$ cat src/rtl/gsim_param.sv
// Gauss-Seidel solver for a 7-band Toeplitz system of N unknowns; 4 cycles per update, sweeps until converged or the limit.
// Latency 4*N*S cycles after the last b beat; b input has no back-pressure, results wait on out_ready.
module gsim_param #(
    parameter int N    = 16,
    parameter int B_W  = 16,
    parameter int FRAC = 16,
    parameter int X_W  = 32
) (
    input  logic           clk,
    input  logic           reset,
    input  logic           in_en,
    input  logic [B_W-1:0] b_in,
    input  logic [7:0]     iter_lim,
    input  logic [X_W-1:0] conv_thr,
    output logic           busy,
    output logic           out_valid,
    input  logic           out_ready,
    output logic [X_W-1:0] x_out,
    output logic           out_last,
    output logic [7:0]     sweeps_done
);

    localparam int IW    = $clog2(N);
    localparam int ACC_W = X_W + 6;
    localparam logic [IW-1:0]           LAST = IW'(N - 1);
    localparam logic signed [X_W-1:0]   ONE  = X_W'(1) << FRAC;
    localparam logic signed [ACC_W-1:0] C13  = ACC_W'(13);
    localparam logic signed [ACC_W-1:0] C6   = ACC_W'(6);
    localparam logic signed [ACC_W-1:0] DIV  = ACC_W'(20);

    typedef enum logic [1:0] {RECV, CALC, SEND} state_t;
    state_t state, state_nxt;

    logic signed [B_W-1:0]   b_mem [N];
    logic signed [X_W-1:0]   x_mem [N];
    logic [IW-1:0]           idx;
    logic [IW-1:0]           idx_inc;
    logic [1:0]              phase;
    logic [7:0]              lim;
    logic [X_W-1:0]          thr;
    logic signed [ACC_W-1:0] pair [3];
    logic signed [ACC_W-1:0] acc_c, acc_q;
    logic signed [X_W-1:0]   x_new_q;
    logic [X_W:0]            diff, delta_c, delta_q, sweep_max, max_c;
    logic                    sweep_end, solved, accept;

    assign idx_inc   = idx + 1'b1;
    assign accept    = out_valid & out_ready;
    assign sweep_end = (state == CALC) && (phase == 2'd3) && (idx == LAST);
    assign max_c     = (delta_q > sweep_max) ? delta_q : sweep_max;
    assign solved    = (max_c <= {1'b0, thr}) || ((sweeps_done + 8'd1) == lim);

    // Out-of-range neighbours contribute zero; lower indices already hold this sweep's values.
    always_comb begin
        for (int d = 0; d < 3; d++) begin
            pair[d] = '0;
            if (int'(idx) - d - 1 >= 0)
                pair[d] = pair[d] + ACC_W'(x_mem[idx - IW'(d + 1)]);
            if (int'(idx) + d + 1 < N)
                pair[d] = pair[d] + ACC_W'(x_mem[idx + IW'(d + 1)]);
        end
        acc_c = (ACC_W'(b_mem[idx]) <<< FRAC) + C13 * pair[0] - C6 * pair[1] + pair[2];
    end

    always_comb begin
        diff    = {x_new_q[X_W-1], x_new_q} - {x_mem[idx][X_W-1], x_mem[idx]};
        delta_c = diff[X_W] ? (~diff + 1'b1) : diff;
    end

    always_ff @(posedge clk) begin
        if (reset) state <= RECV;
        else       state <= state_nxt;
    end

    always_comb begin
        state_nxt = state;
        case (state)
            RECV:    if (in_en && idx == LAST) state_nxt = CALC;
            CALC:    if (sweep_end && solved) state_nxt = SEND;
            SEND:    if (accept && out_last) state_nxt = RECV;
            default: state_nxt = RECV;
        endcase
    end

    always_ff @(posedge clk) begin
        if (reset) begin
            idx         <= '0;
            phase       <= '0;
            busy        <= 1'b0;
            out_valid   <= 1'b0;
            out_last    <= 1'b0;
            x_out       <= '0;
            sweeps_done <= '0;
            sweep_max   <= '0;
        end else begin
            case (state)
                RECV: if (in_en) begin
                    b_mem[idx] <= b_in;
                    busy       <= 1'b1;
                    if (idx == '0) begin
                        lim         <= (iter_lim == 8'd0) ? 8'd1 : iter_lim;
                        thr         <= conv_thr;
                        sweeps_done <= '0;
                    end
                    if (idx == LAST) begin
                        idx       <= '0;
                        phase     <= '0;
                        sweep_max <= '0;
                        for (int k = 0; k < N; k++) x_mem[k] <= ONE;
                    end else begin
                        idx <= idx_inc;
                    end
                end
                CALC: begin
                    phase <= phase + 2'd1;
                    case (phase)
                        2'd0:    acc_q   <= acc_c;
                        2'd1:    x_new_q <= X_W'(acc_q / DIV);
                        2'd2:    delta_q <= delta_c;
                        default: begin
                            x_mem[idx] <= x_new_q;
                            if (idx == LAST) begin
                                idx         <= '0;
                                sweeps_done <= sweeps_done + 8'd1;
                                sweep_max   <= '0;
                                if (solved) begin
                                    out_valid <= 1'b1;
                                    out_last  <= 1'b0;
                                    x_out     <= x_mem[0];
                                end
                            end else begin
                                idx       <= idx_inc;
                                sweep_max <= max_c;
                            end
                        end
                    endcase
                end
                SEND: if (accept) begin
                    if (out_last) begin
                        out_valid <= 1'b0;
                        out_last  <= 1'b0;
                        busy      <= 1'b0;
                        idx       <= '0;
                    end else begin
                        idx      <= idx_inc;
                        x_out    <= x_mem[idx_inc];
                        out_last <= (idx_inc == LAST);
                    end
                end
                default: ;
            endcase
        end
    end

endmodule
$ cat config.mk
export PLATFORM = sky130hd
export DESIGN_NAME = gsim_param
export DESIGN_NICKNAME = d
export VERILOG_FILES = /design/src/rtl/gsim_param.sv
export SDC_FILE = /design/constraint.sdc
export NUM_CORES = 2
export LEC_CHECK = 0
export ABC_CLOCK_PERIOD_IN_PS = 23900
export CAP_MARGIN = 15
export CORE_ASPECT_RATIO = 0.6
export CORE_MARGIN = 1.5
export CORE_UTILIZATION = 40
export CTS_CLUSTER_SIZE = 14
export DETAILED_ROUTE_END_ITERATION = 6
export PLACE_DENSITY_LB_ADDON = 0.25
export SLEW_MARGIN = 20
export SYNTH_ARGS = -nofsm -noshare
export SYNTH_HDL_FRONTEND = slang
export SYNTH_SLANG_ARGS = --single-unit
$ cat constraint.sdc
create_clock -name clk -period 23.9 [get_ports clk]
set_input_delay 4.78 -clock clk [delete_from_list [all_inputs] [get_ports clk]]
set_output_delay 4.78 -clock clk [all_outputs]
set_load 0.02 [all_outputs]
# ---- Word level (Yosys, flattened, before mapping)
# Memory sizes are Yosys's and may differ from the RTL's. A register that Yosys moved wholly into a read port is not among the register bits.
# Cells that the tools add are included.
dict set report classes {
  add_sub_neg 24
  mul 2
  muxes 71
  order_cmp 8
  eq_ne 20
  div 1
  reduce_logical 29
  n_bitwise 3
}
# cell count
set op_table {}
lappend op_table {{two-way mux 38 bit} 6}
lappend op_table {{two-way mux 32 bit} 7}
lappend op_table {{two-way mux 33 bit} 5}
lappend op_table {{adder 38 x 32 -> 38 bit} 3}
lappend op_table {{case mux 33 bit (2 select lines)} 1}
lappend op_table {{case mux 32 bit (2 select lines)} 1}
lappend op_table {{two-way mux 4 bit} 10}
lappend op_table {{adder 32 x 38 -> 38 bit} 1}
lappend op_table {{adder 38 bit} 1}
lappend op_table {{divider 38 x 6 -> 38 bit, second input constant} 1}
lappend op_table {{multiplier 3 x 38 -> 37 bit, first input constant} 1}
lappend op_table {{multiplier 5 x 38 -> 38 bit, first input constant} 1}
lappend op_table {{subtractor 38 bit} 1}
lappend op_table {{adder 33 x 1 -> 33 bit, second input constant} 1}
lappend op_table {{> comparator 33 bit} 1}
lappend op_table {{less-or-equal comparator 33 x 32 -> 1 bit} 1}
lappend op_table {{NOT 33 bit} 1}
lappend op_table {{subtractor 32 x 32 -> 33 bit} 1}
lappend op_table {{< comparator 32 x 6 -> 1 bit, second input constant} 1}
lappend op_table {{two-way mux 8 bit} 4}
lappend op_table {{OR reduction 32 bit} 1}
lappend op_table {{two-way mux 1 bit} 25}
lappend op_table {{!= test 2 bit, second input constant} 10}
lappend op_table {{case mux 8 bit (2 select lines)} 1}
lappend op_table {{39 further kinds} 72}
dict set report word_totals {
  ram_bits 768
  reg_bits 227
  output_inout_bits 43
  input_bits 60
  wordCells 175
  n_memories 2
}
# name words width read_ports rd_clocked_by_memory_dff wr line_no
set mem_list {}
lappend mem_list {x_mem 16 32 8 1 16 35} ;# logic signed [X_W-1:0] x_mem [N];
lappend mem_list {b_mem 16 16 1 1 1 34} ;# logic signed [B_W-1:0] b_mem [N];

# ---- Logic depth before layout (Yosys ltp)
dict set report depth {
  ltp_word 9
  mapped_depth 76
  ltp_nobuf 68
}

# ---- Least setup slack after synthesis
# No wires, ideal clock.
dict set report synth_timing {
  path_kind {register to register}
  start {register idx[0]}
  end {register acc_q[37], data pin}
  t_arrival_ns 13.916
  t_required_ns 23.641
  setup_slack_ns 9.724
  setup_ns 0.259
  path_buffers 11
  stages_incl_launch_ff 75
  synth_period_minus_slack_ns 14.176
  cell_sequence {dfxtp_1 > clkbuf_1 > buf_1 > clkbuf_1 > clkbuf_1 > buf_1 > clkbuf_1 > inv_1 > ha_1 > clkbuf_1 > buf_1 > buf_1 > buf_1 > clkbuf_1 > mux4_2 > mux4_2 > ha_1 > inv_1 > [... 39 more ...] > and2_1 > o21ai_0 > nand2b_1 > a2111oi_0 > o21ai_0 > fa_1 > inv_1 > fa_1 > fa_1 > xor2_1 > xnor2_1 > xnor2_1 > xnor2_1 > xnor2_1 > xnor2_1 > xnor2_1 > xnor2_1 > xnor2_1}
}
dict set report synth_via {
  elab_chain_len 9
  word_cells_on_any_way 35
  cone_classes {20 x add/sub; 2 x mul; 6 x order compare; 6 x mux; 1 x memory}
}
# element line_no
set synth_lines {}
lappend synth_lines {{start: declaration} 36} ;# logic [IW-1:0] idx;
lappend synth_lines {{start signal: assignment} 111} ;# idx <= idx_inc;
lappend synth_lines {{start signal: assignment} 132} ;# idx <= idx_inc;
lappend synth_lines {{start signal: assignment} 145} ;# idx <= idx_inc;
lappend synth_lines {{subtractor 4 x 1 -> 4 bit / subtractor 4 x 1 -> 5 bit (equally long branches)} {58, 57}}
lappend synth_lines {{memory read (16 x 32 bit) (tied with other cells)} -}
lappend synth_lines {{two-way mux 38 bit / >= comparator 6 x 1 -> 1 bit (equally long branches)} 57} ;# if (int'(idx) - d - 1 >= 0)
lappend synth_lines {{adder 38 x 32 -> 38 bit / two-way mux 38 bit (equally long branches)} {60, 57}}
lappend synth_lines {{two-way mux 38 bit / adder 38 x 32 -> 38 bit (equally long branches)} {59, 60}}
lappend synth_lines {{multiplier 5 x 38 -> 38 bit / two-way mux 38 bit (equally long branches)} {62, 59}}
lappend synth_lines {{adder 32 x 38 -> 38 bit / multiplier 3 x 38 -> 37 bit (equally long branches)} 62} ;# acc_c = (ACC_W'(b_mem[idx]) <<< FRAC) + C13 * pair[0] - C6 * pair[1] + pair[2];
lappend synth_lines {{subtractor 38 bit} 62}
lappend synth_lines {{adder 38 bit *} 62}
lappend synth_lines {{named net acc_c[37]} 42} ;# logic signed [ACC_W-1:0] acc_c, acc_q;
lappend synth_lines {{end signal: assignment} 117} ;# 2'd0: acc_q <= acc_c;
lappend synth_lines {{end: declaration} 42}
# The timed path passes the listed nets; every way through them passes the cells marked *.
# A chain may end at the register's enable or synchronous reset.

# ---- Final worst setup path
dict set report layout_timing {
  start {register acc_q[9]}
  end {register x_new_q[20], data pin}
}
dict set report layout_via {
  elab_chain_len 1
}
# element line_no
set layout_lines {}
lappend layout_lines {{divider 38 x 6 -> 38 bit} 118} ;# 2'd1: x_new_q <= X_W'(acc_q / DIV);
lappend layout_lines {{end signal: assignment} 118}
lappend layout_lines {{end: declaration} 43} ;# logic signed [X_W-1:0] x_new_q;
# No other way between the ends.

==> flow_metrics.tcl <==
set metrics [dict create \
    outcome "finished, final reports clean" \
    placed_cells_incl_taps 8946 \
    synth_top_cell_area_share 0.347 \
    synthesis.area_per_instance_um2 12.1 \
    period_share 0.767 \
    synth.top_cells.by_area "sky130_fd_sc_hd__edfxtp_1 (35%), sky130_fd_sc_hd__mux4_2 (22%), sky130_fd_sc_hd__ha_1 (6.4%)" \
    stdcell_count 9142 \
    dr_wl_cell_um 31.7 \
    worst-setup-path-type "flip-flop to flip-flop" \
    yosys.cell_count.top_type "sky130_fd_sc_hd__edfxtp_1" \
    regToRegSetupSlack_ns 5.57 \
    slew_headroom 0.115 \
    grt_start_max_net_pins 98 \
    tritoncts_clock_tree "done" \
    gp_congestion 0.927 \
    clock-sinks 999 \
    post_cts_resized 0 \
    finalCoreUtilization 0.445 \
    number_of_global_route_vias_before_repair 55500 \
    critPathCaptureType "flip-flop" \
    route.detailed.vias_per_inst 6.52 \
    synthesized_netlist_net_count 7124 \
    vias 59600 \
    design.portCount 103 \
    postRouteAntennaNets 0 \
    hpwlAfterDp_mm 199 \
    timing.hold.worst_path_depth 2 \
    timing.hold.worst_endpoint "sweep_max[32]$_SDFFE_PP0P_" \
    critical_path.slowest_cell "sky130_fd_sc_hd__nor4_4" \
    grt_pass1_wl_mm 409 \
    yosys.cell_types.count 128 \
    post_cts.repair.setup_buffers 0 \
    worstRegToRegCells 48 \
    initial_utilization 0.405 \
    antenna_found_initial 27 \
    postSynthCellCount 6531 \
    cts_inserted_buffers 98 \
    rows 125 \
    holdCritPathClass "flip-flop to flip-flop" \
    proportion_of_register_bits_with_asynchronous_set_or_reset_after_synthesis 0 \
    grt_remaining_overflow 0 \
    area_growth_syn_to_layout_pct 9.79 \
    cts.reportedPaths.clkPinSlew_ns 0.07 \
    clock_path_buffers 3 \
    finalWirelength_mm 290 \
    cts-root-buf "sky130_fd_sc_hd__clkbuf_16" \
    cap_viol_max_count 0 \
    worst_hold_slack_ns 0.491 \
    clkLatencyLatePin_ns 0.79 \
    timing.critical_path.slowest_cell_delay_ns 0.86 \
    timing.rr.end "x_new_q[20]$_DFFE_PP_" \
    cts.htree.levels 3 \
    yosys_warnings 0 \
    critPathMaxFanout 19 \
    synth_top_flop_cell "sky130_fd_sc_hd__edfxtp_1" \
    detailedRoute.firstIterationViolations 8868 \
    syn-cell-area_um2 78900 \
    timing.final.max_slew_violations 0 \
    synth.yosys.seq_area_share 0.369 \
    f_max_mhz 54.6 \
    worstPathRequired_ns 24.40 \
    holdBufCountCts 0 \
    drc 0 \
    grt_setup_unrepaired "false" \
    timing.final.hold_violations 0 \
    finalSetupViolCount 0 \
    post_route_cells_drive_above_1_share 0.202 \
    post_synth_edffs 911 \
    hold_path_startpoint "sweep_max[32]$_SDFFE_PP0P_" \
    period_minus_slack_ns 18.33 \
    element_type_at_the_critical_path_start "flip-flop" \
    layout.nets 7036 \
    setup_tns_ns 0 \
    yosys_register_bits 999 \
    die_x_um 576 \
    yosysTopAreaCell "sky130_fd_sc_hd__edfxtp_1" \
    core_um2 195000 \
    synth.top_cells.by_count "sky130_fd_sc_hd__edfxtp_1 (911), sky130_fd_sc_hd__mux4_2 (754), sky130_fd_sc_hd__and2_1 (544), sky130_fd_sc_hd__inv_1 (529), sky130_fd_sc_hd__ha_1 (405)" \
    max_slew.worst_pin.slew_ns 1.32 \
    floorplan.die.height_um 347 \
    n_fill_cell 17700 \
    cp_data_arrival_time_ns 18.83 \
    die_area_um2 200000 \
    port-buffer-count 102 \
    worst_r2r_startpoint "acc_q[9]$_DFFE_PP_" \
    grt_util_all_layers 0.285 \
    clock_skew_ns 0.0644 \
    drt-pass1-iter-count 6 \
]
## cells by family (layout without fill, tap and decap cells)
group / count (synthesis) / in the layout / synth area share
flip-flops: 999 / 999 / 0.369
multiplexers: 922 / 922 / 0.238
AO/OA/AOI/OAI: 1161 / 1161 / 0.101
other: 0 / 15 / 0
AND/OR/NAND/NOR: 1600 / 1600 / 0.109
buffers and inverters: 984 / 977 / 0.0484
adder cells (fa/ha/maj): 535 / 535 / 0.0970
XOR/XNOR: 330 / 330 / 0.0370
## cells in the final DEF (no fill, tap or decap), types with 15 or more instances in the layout
master                              n
sky130_fd_sc_hd__diode_2           15
sky130_fd_sc_hd__clkbuf_16         98
sky130_fd_sc_hd__mux4_2           754
sky130_fd_sc_hd__and3_1            69
sky130_fd_sc_hd__ha_1             403
sky130_fd_sc_hd__edfxtp_1         911
sky130_fd_sc_hd__o21ai_0          215
sky130_fd_sc_hd__nor4_1            29
sky130_fd_sc_hd__buf_4            161
sky130_fd_sc_hd__a21o_1            38
sky130_fd_sc_hd__clkdlybuf4s50_1  101
sky130_fd_sc_hd__nand2_1          283
sky130_fd_sc_hd__mux2_2            73
sky130_fd_sc_hd__a22oi_1           40
sky130_fd_sc_hd__inv_1            529
sky130_fd_sc_hd__nand3_1           79
sky130_fd_sc_hd__o21a_1            19
sky130_fd_sc_hd__a21oi_1          281
sky130_fd_sc_hd__clkinv_2          20
sky130_fd_sc_hd__mux2i_1           90
sky130_fd_sc_hd__o31ai_1           40
sky130_fd_sc_hd__o21bai_1          94
sky130_fd_sc_hd__and2_1           539
sky130_fd_sc_hd__nor2_1           248
sky130_fd_sc_hd__fa_1             128
sky130_fd_sc_hd__nand4_1           46
sky130_fd_sc_hd__xnor2_1          235
sky130_fd_sc_hd__nor2_2            17
sky130_fd_sc_hd__a311oi_1          38
sky130_fd_sc_hd__nor2b_1           38
sky130_fd_sc_hd__nand2b_1          39
sky130_fd_sc_hd__o211ai_1          22
sky130_fd_sc_hd__dfxtp_1           82
sky130_fd_sc_hd__or3_1             41
sky130_fd_sc_hd__a31oi_1           25
sky130_fd_sc_hd__xor2_1            78
sky130_fd_sc_hd__nor3_1            83
sky130_fd_sc_hd__clkbuf_1          23
sky130_fd_sc_hd__o21ai_4           17
sky130_fd_sc_hd__a211oi_1         146
## critical path: cells and delay by family, from the launching register on
kind,cells,cell delay (ns)
compound gates,25,7.87
simple gates,14,6.43
mux,5,1.92
xor+xnor,3,0.98
flops,1,0.50
fa+ha+maj,1,0.36
## metal layers
layer  GRT usage  vias up  wire length [um]
li1            -    24800                 -
met1       0.425    30100            125000
met2       0.369     4220            112000
met3       0.121      500             44200
met4      0.0787       10              8890
met5           0        -                73
## worst max-delay path by stage
stage / from / to / slack (ns)
after floorplan: idx[0]$_SDFFE_PP0P_ / acc_q[37]$_DFFE_PP_ / 9.72
after global placement: acc_q[9]$_DFFE_PP_ / x_new_q[20]$_DFFE_PP_ / 6.27
after detailed placement: acc_q[9]$_DFFE_PP_ / x_new_q[20]$_DFFE_PP_ / 6.04
after CTS: acc_q[9]$_DFFE_PP_ / x_new_q[20]$_DFFE_PP_ / 6.04
after global routing: acc_q[9]$_DFFE_PP_ / x_new_q[30]$_DFFE_PP_ / 4.45
final: acc_q[9]$_DFFE_PP_ / x_new_q[20]$_DFFE_PP_ / 5.57
## final cells by class
type,count,area (um^2),area share
clock buffers,132,2690,0.0311
multi-input cells,4548,46500,0.537
repair buffers,266,2300,0.0266
inverters,530,1990,0.0230
clock inverters,49,672,0.00776
flip-flops and latches,999,29100,0.337
well taps,2603,3260,0.0376
diodes,15,37.5,0.000434
## flip-flops by register name, indices dropped and copies added (netlist names), named ones only
name and flops:
phase 2, out_last 1, lim 8, acc_q 38, idx 4, sweeps_done 8
b_mem 256, state 2, thr 32, x_new_q 32, sweep_max 33, delta_q 33
x_out 32, busy 1, out_valid 1, x_mem 512
## metrics by stage
step | instance area (um^2) | setup WS [ns]
floorplan | 78900 | 9.72
global placement | 83100 | 6.27
detailed placement | 83100 | 6.04
CTS | 86500 | 6.04
global route | 86600 | 4.45
finish | 86600 | 5.57
Power is left out: the tool's default activity adds up to more than one toggle a clock period on the data nets, which glitch-free logic cannot reach.
